### config.mk
export PLATFORM = sky130hd
export DESIGN_NAME = serial_byte_rx
export DESIGN_NICKNAME = d
export VERILOG_FILES = /design/src/rtl/serial_link_pkg.sv /design/src/rtl/sync_2ff.sv /design/src/rtl/serial_byte_rx.sv
export SDC_FILE = /design/constraint.sdc
export NUM_CORES = 1
export LEC_CHECK = 0
export CORE_MARGIN = 2
export CORE_UTILIZATION = 35
export CTS_CLUSTER_SIZE = 20
export DETAILED_ROUTE_END_ITERATION = 8
export RECOVER_POWER = 25
export REMOVE_ABC_BUFFERS = 1
export SLEW_MARGIN = 15
export SYNTH_ARGS = -nofsm -noshare
export SYNTH_HDL_FRONTEND = slang
export SYNTH_SLANG_ARGS = --single-unit
### constraint.sdc
create_clock -name clk -period 1.5 [get_ports clk]
set_clock_uncertainty 0.1 [all_clocks]
set_input_delay 0.225 -clock clk [delete_from_list [all_inputs] [get_ports clk]]
set_output_delay 0.225 -clock clk [all_outputs]
set_load 0.01 [all_outputs]
### src/rtl/serial_link_pkg.sv
// Shared definitions for the single-wire serial byte link (idle-high line, LSB-first frames).
// Used by both the receiver and the link transmitter.
package serial_link_pkg;

  typedef enum logic [1:0] {
    IDLE  = 2'd0,
    START = 2'd1,
    DATA  = 2'd2,
    STOP  = 2'd3
  } rx_state_t;

  localparam logic LINE_IDLE = 1'b1;
  localparam logic START_BIT = 1'b0;
  localparam logic STOP_BIT  = 1'b1;

endpackage

### src/rtl/sync_2ff.sv
// Two-flop synchronizer for a single asynchronous input bit.
// The reset value lets an idle-high line come out of reset without a false edge.
module sync_2ff #(
  parameter logic RESET_VALUE = 1'b0
) (
  input  logic clk,
  input  logic rst_n,
  input  logic d,
  output logic q
);

  logic meta;

  // NOTE: clocked state uses non-blocking (<=) so both flops sample the pre-edge values;
  // blocking assignments here would collapse the chain into a single flop.
  always_ff @(posedge clk or negedge rst_n) begin
    if (!rst_n) begin
      meta <= RESET_VALUE;
      q    <= RESET_VALUE;
    end else begin
      meta <= d;
      q    <= meta;
    end
  end

endmodule

### src/rtl/serial_byte_rx.sv
// Receive end of the serial byte link: synchronizes rx, recovers LSB-first frames,
// checks the stop bit and presents each byte on a valid/ready port with overrun detection.
module serial_byte_rx
  import serial_link_pkg::*;
#(
  parameter int DATA_BITS    = 8,
  parameter int CLKS_PER_BIT = 4
) (
  input  logic                 clk,
  input  logic                 rst_n,
  input  logic                 rx,
  output logic [DATA_BITS-1:0] out_data,
  output logic                 out_valid,
  input  logic                 out_ready,
  output logic                 frame_err,
  output logic                 overrun
);

  localparam int HALF  = CLKS_PER_BIT / 2;
  localparam int CNT_W = $clog2(CLKS_PER_BIT);
  localparam int IDX_W = $clog2(DATA_BITS + 1);

  localparam logic [CNT_W-1:0] CNT_LAST  = CNT_W'(CLKS_PER_BIT - 1);
  localparam logic [CNT_W-1:0] HALF_LAST = CNT_W'(HALF - 1);
  localparam logic [IDX_W-1:0] IDX_LAST  = IDX_W'(DATA_BITS - 1);

  logic                 rxs;
  rx_state_t            state;
  logic [CNT_W-1:0]     cnt;
  logic [IDX_W-1:0]     idx;
  logic [DATA_BITS-1:0] shift_reg;

  sync_2ff #(
    .RESET_VALUE(LINE_IDLE)
  ) u_rx_sync (
    .clk  (clk),
    .rst_n(rst_n),
    .d    (rx),
    .q    (rxs)
  );

  always_ff @(posedge clk or negedge rst_n) begin
    if (!rst_n) begin
      // NOTE: the shift register is reset along with the control state so a frame cut
      // short by reset can never leak stale bits into a later delivery.
      state     <= IDLE;
      cnt       <= '0;
      idx       <= '0;
      shift_reg <= '0;
      out_data  <= '0;
      out_valid <= 1'b0;
      frame_err <= 1'b0;
      overrun   <= 1'b0;
    end else begin
      frame_err <= 1'b0;
      overrun   <= 1'b0;

      // Plain acceptance; a delivery on the same edge below overrides this.
      if (out_valid && out_ready) out_valid <= 1'b0;

      case (state)
        IDLE: begin
          if (rxs == START_BIT) begin
            state <= START;
            cnt   <= '0;
          end
        end

        START: begin
          if (cnt == HALF_LAST) begin
            cnt   <= '0;
            idx   <= '0;
            state <= (rxs == START_BIT) ? DATA : IDLE;
          end else begin
            cnt <= cnt + CNT_W'(1);
          end
        end

        DATA: begin
          if (cnt == CNT_LAST) begin
            cnt       <= '0;
            shift_reg <= (shift_reg >> 1) | (DATA_BITS'(rxs) << (DATA_BITS - 1));
            if (idx == IDX_LAST) state <= STOP;
            else                 idx   <= idx + IDX_W'(1);
          end else begin
            cnt <= cnt + CNT_W'(1);
          end
        end

        STOP: begin
          if (cnt == CNT_LAST) begin
            cnt   <= '0;
            state <= IDLE;
            if (rxs == STOP_BIT) begin
              // Deliver into an empty slot or in place of the byte being accepted now.
              if (!out_valid || out_ready) begin
                out_data  <= shift_reg;
                out_valid <= 1'b1;
              end else begin
                overrun <= 1'b1;
              end
            end else begin
              frame_err <= 1'b1;
            end
          end else begin
            cnt <= cnt + CNT_W'(1);
          end
        end

        default: state <= IDLE;
      endcase
    end
  end

endmodule

Word-level counts from Yosys, hierarchy flattened
Index checks and enable logic that the tools add are counted.

Register bits: 29. Output and inout port bits: 11. Logic and storage cells: 62.

Add/subtract/negate cells: 2. Eq/ne operators: 12. Multiplexer cells: 27. Bitwise operators: 1. Reductions and logical operators: 10.

Operators by type and width (count): $mux 2 (9); $mux 1 (12); $mux 4 (3); $ne 2x2->1 const B (6); $or 7x8->8 (1); $pmux 2 s4 (1); $pmux 4 s2 (1); $reduce_and 4->1 (2); $eq 2x2->1 const B (3); $pmux 2 s3 (1); $reduce_and 5->1 (1); $add 4x1->4 const B (1); $eq 2x1->1 const B (2); $eq 4x3->1 const B (1); $add 2x1->2 const B (1); $logic_not 2->1 (1); $reduce_and 2->1 (1); $reduce_bool 2->1 (1); $reduce_or 2->1 (1); $logic_and 1x1->1 (1); $logic_not 1->1 (1); $logic_or 1x1->1 (1).

Longest topological paths before layout
Gate-level depths: netlist of the first run.

Word-level depth: 6. Depth in mapped cells: 5.

Modules after synthesis
A second synthesis of the first run with hierarchy kept.

Cells, all modules: 92. Area total of the unflattened synthesis: 1296.2 um^2.

Modules (own cells, without submodules): serial_byte_rx (times used 1, cells an instance 90, area each 1243.7 um^2, seq. area each 675.6 um^2); sync_2ff (times used 1, cells an instance 2, area each 52.6 um^2, seq. area each 52.6 um^2).

Worst setup path after synthesis of the first run
OpenSTA, ideal clock, no wires.

Kind: register to register. Start: reg cnt[1]. End: reg out_data[0]. Arrival time: 1.364 ns. Data required time: 1.275 ns. Path slack: -0.089 ns. Stages on the path, launching flop included: 6. Cell sequence: dfrtp_1 ha_1 nand4_2 nor2b_2 buf_6 mux2_4.

Word-level cells in the longest chain between the ends: 2.

RTL lines: start: declaration (RTL line serial_byte_rx.sv:29) `logic [CNT_W-1:0] cnt;`; start signal: assignment (RTL line serial_byte_rx.sv:75) `cnt <= cnt + CNT_W'(1);`; start signal: assignment (RTL line serial_byte_rx.sv:86) `cnt <= cnt + CNT_W'(1);`; start signal: assignment (RTL line serial_byte_rx.sv:106) `cnt <= cnt + CNT_W'(1);`; $eq 2x2->1 (RTL line serial_byte_rx.sv:91) `if (cnt == CNT_LAST) begin`; $reduce_and 4->1 (no source line); end signal: assignment (RTL line serial_byte_rx.sv:97) `out_data <= shift_reg;`; end: declaration (RTL line serial_byte_rx.sv:12) `output logic [DATA_BITS-1:0] out_data,`.

No other way between the ends. A chain may end at the register's enable or synchronous reset.

Worst setup path after layout of the first run
Start: reg cnt[0]. End: reg out_data[4].

Same word-level chain as after synthesis.

==> results of run 1 <==
==> stage by stage <==
stage	setup TNS, ns	setup slack, ns
2_1_floorplan	-2.17	-0.272
3_3_place_gp	-1.10	-0.134
3_5_place_dp	-1.40	-0.172
4_1_cts	-0.0543	-0.0165
5_1_grt	-0.342	-0.0553
6_report	-0.0109	-0.00595
==> worst max-delay path: stages, from the launching register on <==
cell and delay [ns]:
dfrtp_1 0.41, ha_4 0.18, nand4_4 0.11, nor2b_4 0.15, buf_12 0.14, mux2_4 0.30
==> cell type report <==
cell class                      count  share of cell area, %
Sequential cell                    29                   41.9
Multi-Input combinational cell     60                   34.6
Timing Repair Buffer               27                   14.2
Clock buffer                        5                   3.95
Tap cell                           48                   3.45
Clock inverter                      3                   1.01
Inverter                            4                   1.01
==> where the power goes <==
group          internal, mW  leakage (nW)  switching, mW
logic                 0.556         0.456          0.454
clock network         0.319        0.0439          0.303
registers             0.963         0.382          0.174
==> placed cells by master, fill, tap and decap left out, types with 3 or more instances in the layout <==
cell type      synthesis  final
dfrtp_1               27     26
dlygate4sd2_1          0      9
buf_4                  0      9
mux2_4                 8      8
mux2_2                 7      7
nand2_1                5      5
clkbuf_8               0      5
mux2i_1                4      4
inv_1                  4      3
nor2_1                 4      3
nand3b_1               3      3
a31oi_1                3      3
nor2b_1                3      3
==> path summary, 6_finish.rpt <==
check	start	slack, ns	endpoint	cells past startpoint
setup / recovery	cnt[0]	-0.006	out_data[4]	5
hold / removal	u_rx_sync.meta	0.25	u_rx_sync.q	0
setup reg to reg	cnt[0]	-0.006	out_data[4]	5
hold reg to reg	u_rx_sync.meta	0.25	u_rx_sync.q	0
max in group asynchronous	rst_n	0.39	async pin	2
min in group asynchronous	rst_n	0.42	out_data[0]	2
==> kinds of logic (layout without fill, tap and decap cells) <==
family,after synthesis,after routing,synth area share [%]
buf+inv,7,39,2.82
mux,19,19,18.5
compound gates,10,10,5.24
simple gates,25,26,12.0
fa+ha+maj,5,5,4.85
flops,29,29,56.5
==> layer usage <==
layer	vias up	global-route usage [%]
met5	-	0
met4	0	7.98
met3	8	4.34
met2	13	20.2
met1	413	14.0
li1	399	-
==> what timing repair did <==
item / 4_1_cts / 5_1_grt
resized for setup: 18 / 8
setup endpoints to repair: 25 / 13
buffers inserted: 0 / 1
cloned: 1 / 0
pin swaps: 5 / 4
==> summary.md, run 1 <==
| Metric | Value |
|---|---|
| Max-slew headroom at the worst pin | `around 53%` |
| Drt initial violations | `17` |
| H-tree depth | `2` |
| Total power | `between 2 and 3 mW` |
| Count of nets after finishing | `136` |
| Met3 wire len | `just under 80 µm` |
| Die Y | `about 65 µm` |
| Clk_lat worst skew | `0.29 ns` |
| Post-Place Cells | `roughly 170` |
| Post-CTS Hold Buffers | `0` |
| Wire per inst | `~13 µm` |
| Mapped Area | `approximately 0.0013 mm²` |
| Startpoint Class | `register` |
| Worst-path clk slew | `approximately 0.060 ns` |
| RSZ-0062 raised after global routing | `yes` |
| Final Util | `48.3%` |
| Post-synth top area cell | `dfrtp_1` |
| Fin area | `roughly 0.0017 mm²` |
| Gr ovfl total | `0` |
| Worst-Margin Slew | `between 0.7 and 0.8 ns` |
| Final WS setup | `-0.00595 ns` |
| Hold Fails Final Rpt | `0` |
| Post-Route WL | `~2300 µm` |
| Initial Utilization | `a little over a third` |
| Antenna-violating nets left | `0` |
| Outcome | `finished with violations` |
| First-pass GRT wire length | `3810 µm` |
| Final Instance Count excl. Fillers | `~180` |
| Met2 wire length | `~1200 µm` |
| Area grow syn2layout | `35.1%` |
| Final setup violation count | `2` |
| Setup CP Type | `reg -> reg` |
| Mean Syn Cell Area | `13.6 µm²` |
| Multi-input logic area | `around 600 µm²` |
| Root Driver | `clkbuf_8` |
| Synth top cells by count | `dfrtp_1, mux2_4, mux2_2` |
| Io pins | `15` |
| Pin count of the biggest net entering global routing | `30` |
| Pre-Repair DR Iteration Count | `4` |
| Fillers | `about 320` |
| Num CTS Buffers | `5` |
| Sequential-to-total area share from yosys stat | `roughly 57%` |
| Period utilization | `100%` |
| CP Max Fanout | `8` |
| Seq. cell area | `approximately 730 µm²` |
| CTS tree | `done` |
| Worst path required time | `1.57 ns` |
| Max-Cap Viols | `0` |
| # diodes | `0` |
| Post-synth EDFFs | `0` |
| Total GRT Usage | `between 10% and 20%` |
| RD Place Congestion | `just over 0.7` |
| Mapped Cells | `95` |
| Worst Path Arrival | `approximately 1.6 ns` |
| Tmin final | `about 1.5 ns` |
| # rows | `22` |
| Synth Register Bits | `29` |
| Die Wd | `approximately 65 µm` |
| Synth Flop Type | `dfrtp_1` |
| Max IR drop VDD | `~0.00065 V` |
| Leak | `0.882 nW` |
| Core region area | `~0.0036 mm²` |
| Vias | `833` |
| Crit path capture type | `register` |
| Clk buf depth | `2` |
| Failing checks | `negative setup slack` |
| Power per cell area | `~1600 mW/mm²` |
| Fmax achieved | `0.664 GHz` |
| Most common cell in the synthesized netlist | `dfrtp_1` |
| DR top layer | `met4` |
| Min Hold Slack | `around 0.25 ns` |
| Slew Limit Fails | `0` |
| Synthesis Warnings | `0` |
| Drt drc | `0` |
| Min-Delay Path Class | `reg -> reg` |
| Die area | `between 0.004 and 0.005 mm²` |
| Post-synth top area share | `around 52%` |
| M1 WL | `between 900 and 1000 µm` |
| Yosys cell types | `27` |
| Asr flop ratio synth | `100%` |
| Clk sinks | `29` |
| Vias in the first global route | `~830` |
| Initial antenna violation count | `0` |
| Post-DP HPWL | `between 1500 and 2000 µm` |
| Via/cell ratio | `4.73` |
| Placed Area | `about 0.0016 mm²` |
| Share of layout cells above drive strength 1 | `around 39%` |
| Synth top area cells | `dfrtp_1, mux2_4, mux2_2` |
| Port Buf Inserts | `14` |
Power figures use the tool's default switching activity.
==> run 2, diff against run 1 <==
--- a/config.mk
+++ b/config.mk
@@ -5,6 +5,7 @@
 export SDC_FILE = /design/constraint.sdc
 export NUM_CORES = 1
 export LEC_CHECK = 0
+export ABC_AREA = 1
 export CORE_MARGIN = 2
 export CORE_UTILIZATION = 35
 export CTS_CLUSTER_SIZE = 20
==> constraint.sdc (replaced) <==
create_clock -name clk -period 1.5 [get_ports clk]
set_clock_uncertainty 0.1 [all_clocks]
set_input_delay 0.3 -clock clk [delete_from_list [all_inputs] [get_ports clk]]
set_output_delay 0.3 -clock clk [all_outputs]
set_load 0.01 [all_outputs]
==> run 2 against run 1 <==
Compared with the run above: the run now ends clean; register-to-register slack improved by 0.04 ns; combinational power barely moved; final cell count rose by 23%; die area rose by 2.5%; worst hold slack improved by 0.0019 ns; critical path depth fell by 1; clock-buffer cell count rose by 2; critical path type unchanged; critical endpoint is now shift_reg[0].
==> summary.md, run 2 <==
| Metric | Value |
|---|---|
| Outcome | `finished, final reports clean` |
| Min Hold Slack | `approximately 0.26 ns` |
| Power Internal | `1.95 mW` |
| Pre-Repair DR Iteration Count | `4` |
| Worst reg2reg path startpoint | `cnt[0]` |
| Setup CP Type | `reg -> reg` |
| Max IR drop VDD | `approximately 0.00053 V` |
| Worst Path Arrival | `approximately 1.5 ns` |
| Mapped Area | `approximately 0.0013 mm²` |
| Wire per inst | `about 11 µm` |
| Post-synth EDFFs | `0` |
| Worst-path clk slew | `~0.060 ns` |
| Seq pwr share | `between 30 and 40%` |
| Initial antenna violation count | `0` |
| Worst Hold End | `u_rx_sync.q` |
| Core region area | `about 0.0036 mm²` |
| RD Place Congestion | `0.822` |
| Worst path required time | `roughly 1.6 ns` |
| Post-DP HPWL | `1770 µm` |
| Crit path capture type | `register` |
| Total power | `roughly 3 mW` |
| R2R setup slack | `around 0.033 ns` |
| Final Instance Count excl. Fillers | `roughly 220` |
| Post-CTS Hold Buffers | `0` |
| Die area | `around 0.0043 mm²` |
| Dpl ws | `-0.0257 ns` |
| CTS tree | `done` |
| Most common cell in the synthesized netlist | `nand2_1` |
| Gr ovfl total | `0` |
| Initial Utilization | `36.4%` |
| Synthesis Warnings | `0` |
| Switching part of the total | `between 30 and 40%` |
| Synth top cells by count | `nand2_1, dfrtp_1, inv_1, nor2_1, o21ai_1` |
| Antenna-violating nets left | `0` |
| Mapped Cells | `about 140` |
| Sequential-to-total area share from yosys stat | `a little under three fifths` |
| FF-to-FF path depth | `4` |
| Final WS setup | `0.0327 ns` |
| Die Y | `65.5 µm` |
| Yosys cell types | `27` |
| Reg-to-Reg End | `shift_reg[0]` |
| Worst-Margin Slew | `around 0.39 ns` |
| Asr flop ratio synth | `100%` |
| Port Buf Inserts | `14` |
| Fillers | `around 360` |
| Post-synth top area cell | `dfrtp_1` |
| Vias in the first global route | `1021` |
| # rows | `22` |
| Mean Syn Cell Area | `~9.5 µm²` |
| Area grow syn2layout | `29.1%` |
| Max-slew headroom at the worst pin | `~74%` |
| Vias | `approximately 980` |
| Root Driver | `clkbuf_8` |
| Slew Limit Fails | `0` |
| Num CTS Buffers | `5` |
| H-tree depth | `2` |
| Leak | `around 0.86 nW` |
| Drt initial violations | `44` |
| Max-Cap Viols | `0` |
| Setup TNS | `0 ns` |
| Count of nets after finishing | `around 180` |
| RSZ-0062 raised after global routing | `yes` |
| Most common cell after layout, fill and taps aside | `nand2_1` |
| Placed Area | `about 0.0016 mm²` |
| First-pass GRT wire length | `between 4000 and 5000 µm` |
| Share of layout cells above drive strength 1 | `between 20% and 30%` |
| Die Wd | `approximately 65 µm` |
| Period utilization | `slightly below 100%` |
| Post-synth top area share | `between 50 and 60%` |
| Io pins | `15` |
| Worst Hold Path Cells | `0` |
| Combinational share of power | `33.1%` |
| Worst Hold Launch | `u_rx_sync.meta` |
| Min-Delay Path Class | `reg -> reg` |
| Clk sinks | `29` |
| Final setup violation count | `0` |
| Via/cell ratio | `approximately 4.5` |
| Fin area | `~0.0017 mm²` |
| Total GRT Usage | `between 10 and 15%` |
| Final Util | `approximately 47%` |
| Post-Place Cells | `between 200 and 250` |
| Hold Fails Final Rpt | `0` |
| Pin count of the biggest net entering global routing | `24` |
| Synth Flop Type | `dfrtp_1` |
| Clk buf depth | `2` |
| Tmin final | `around 1.5 ns` |
| Clk_lat worst skew | `0.27 ns` |
| Power per cell area | `1740 mW/mm²` |
| NetSw | `just over 1 mW` |
| Drt drc | `0` |
| # diodes | `0` |
| Post-Route WL | `between 2000 and 2500 µm` |
| Fmax achieved | `between 0.6 and 0.7 GHz` |
| Synth top area cells | `dfrtp_1, nand2_1, ha_1` |
| CP Max Fanout | `8` |
| Clk network pwr share | `about 28%` |
| Synth Register Bits | `29` |
| Startpoint Class | `register` |
| Most frequent cells in the layout | `nand2_1, dfrtp_1, inv_1, nor2_1, dlygate4sd2_1` |
## run 2: kinds of logic after synthesis
family	share of synthesized area (%)
compound gates	9.08
xor+xnor	0.662
fa+ha+maj	4.73
buf+inv	6.91
flops	55.1
mux	0.851
simple gates	22.7
## run 2: repair_timing
action / CTS / global route
pin swaps: 1 / 0
endpoints found under the setup margin: 12 / 11
gates resized for setup: 11 / 4
buffers inserted: 1 / 2
## run 2: worst max-delay path, cell delays in order (launching register included)
cell and delay (ns):
dfrtp_1 0.42, buf_4 0.15, ha_1 0.23, nand2_4 0.12
mux2_1 0.33
## run 2: how the worst max path moves through the flow
stage / startpoint / to / slack, ns / cells past startpoint
after floorplan: state[0] / shift_reg[0] / 0.11 / 3
after global placement: out_ready / out_data[5] / 0.02 / 5
after detailed placement: out_ready / out_data[2] / -0.03 / 5
after CTS: cnt[1] / out_data[1] / 0.04 / 5
after global routing: cnt[0] / out_data[0] / -0.03 / 5
final: cnt[0] / shift_reg[0] / 0.03 / 4
## run 2: metal layers
metal	part of all wire, %	global-route usage, %
met3	4.4	2.74
met5	0	0
met4	1.4	7.81
met2	48	22.3
met1	47	16.9
## run 2: layout make-up
class / instances / area, µm² / area share (%)
sequential: 29 / 731 / 42.8
inverter: 17 / 63.8 / 3.74
timing repair buffer: 24 / 226 / 13.3
clock inverter: 1 / 30.0 / 1.76
tap: 48 / 60.1 / 3.52
multi-input combinational: 90 / 510 / 29.9
clock buffer: 7 / 86.3 / 5.05
## run 2: power groups by stage
stage	Combinational, mW	Clock (mW)	Sequential [mW]
CTS	0.942	0.854	1.16
global route	1.11	0.900	1.19
finish	0.981	0.828	1.16
detailed placement	0.989	0	1.17
floorplan	0.593	0	1.18
global placement	0.949	0	1.16
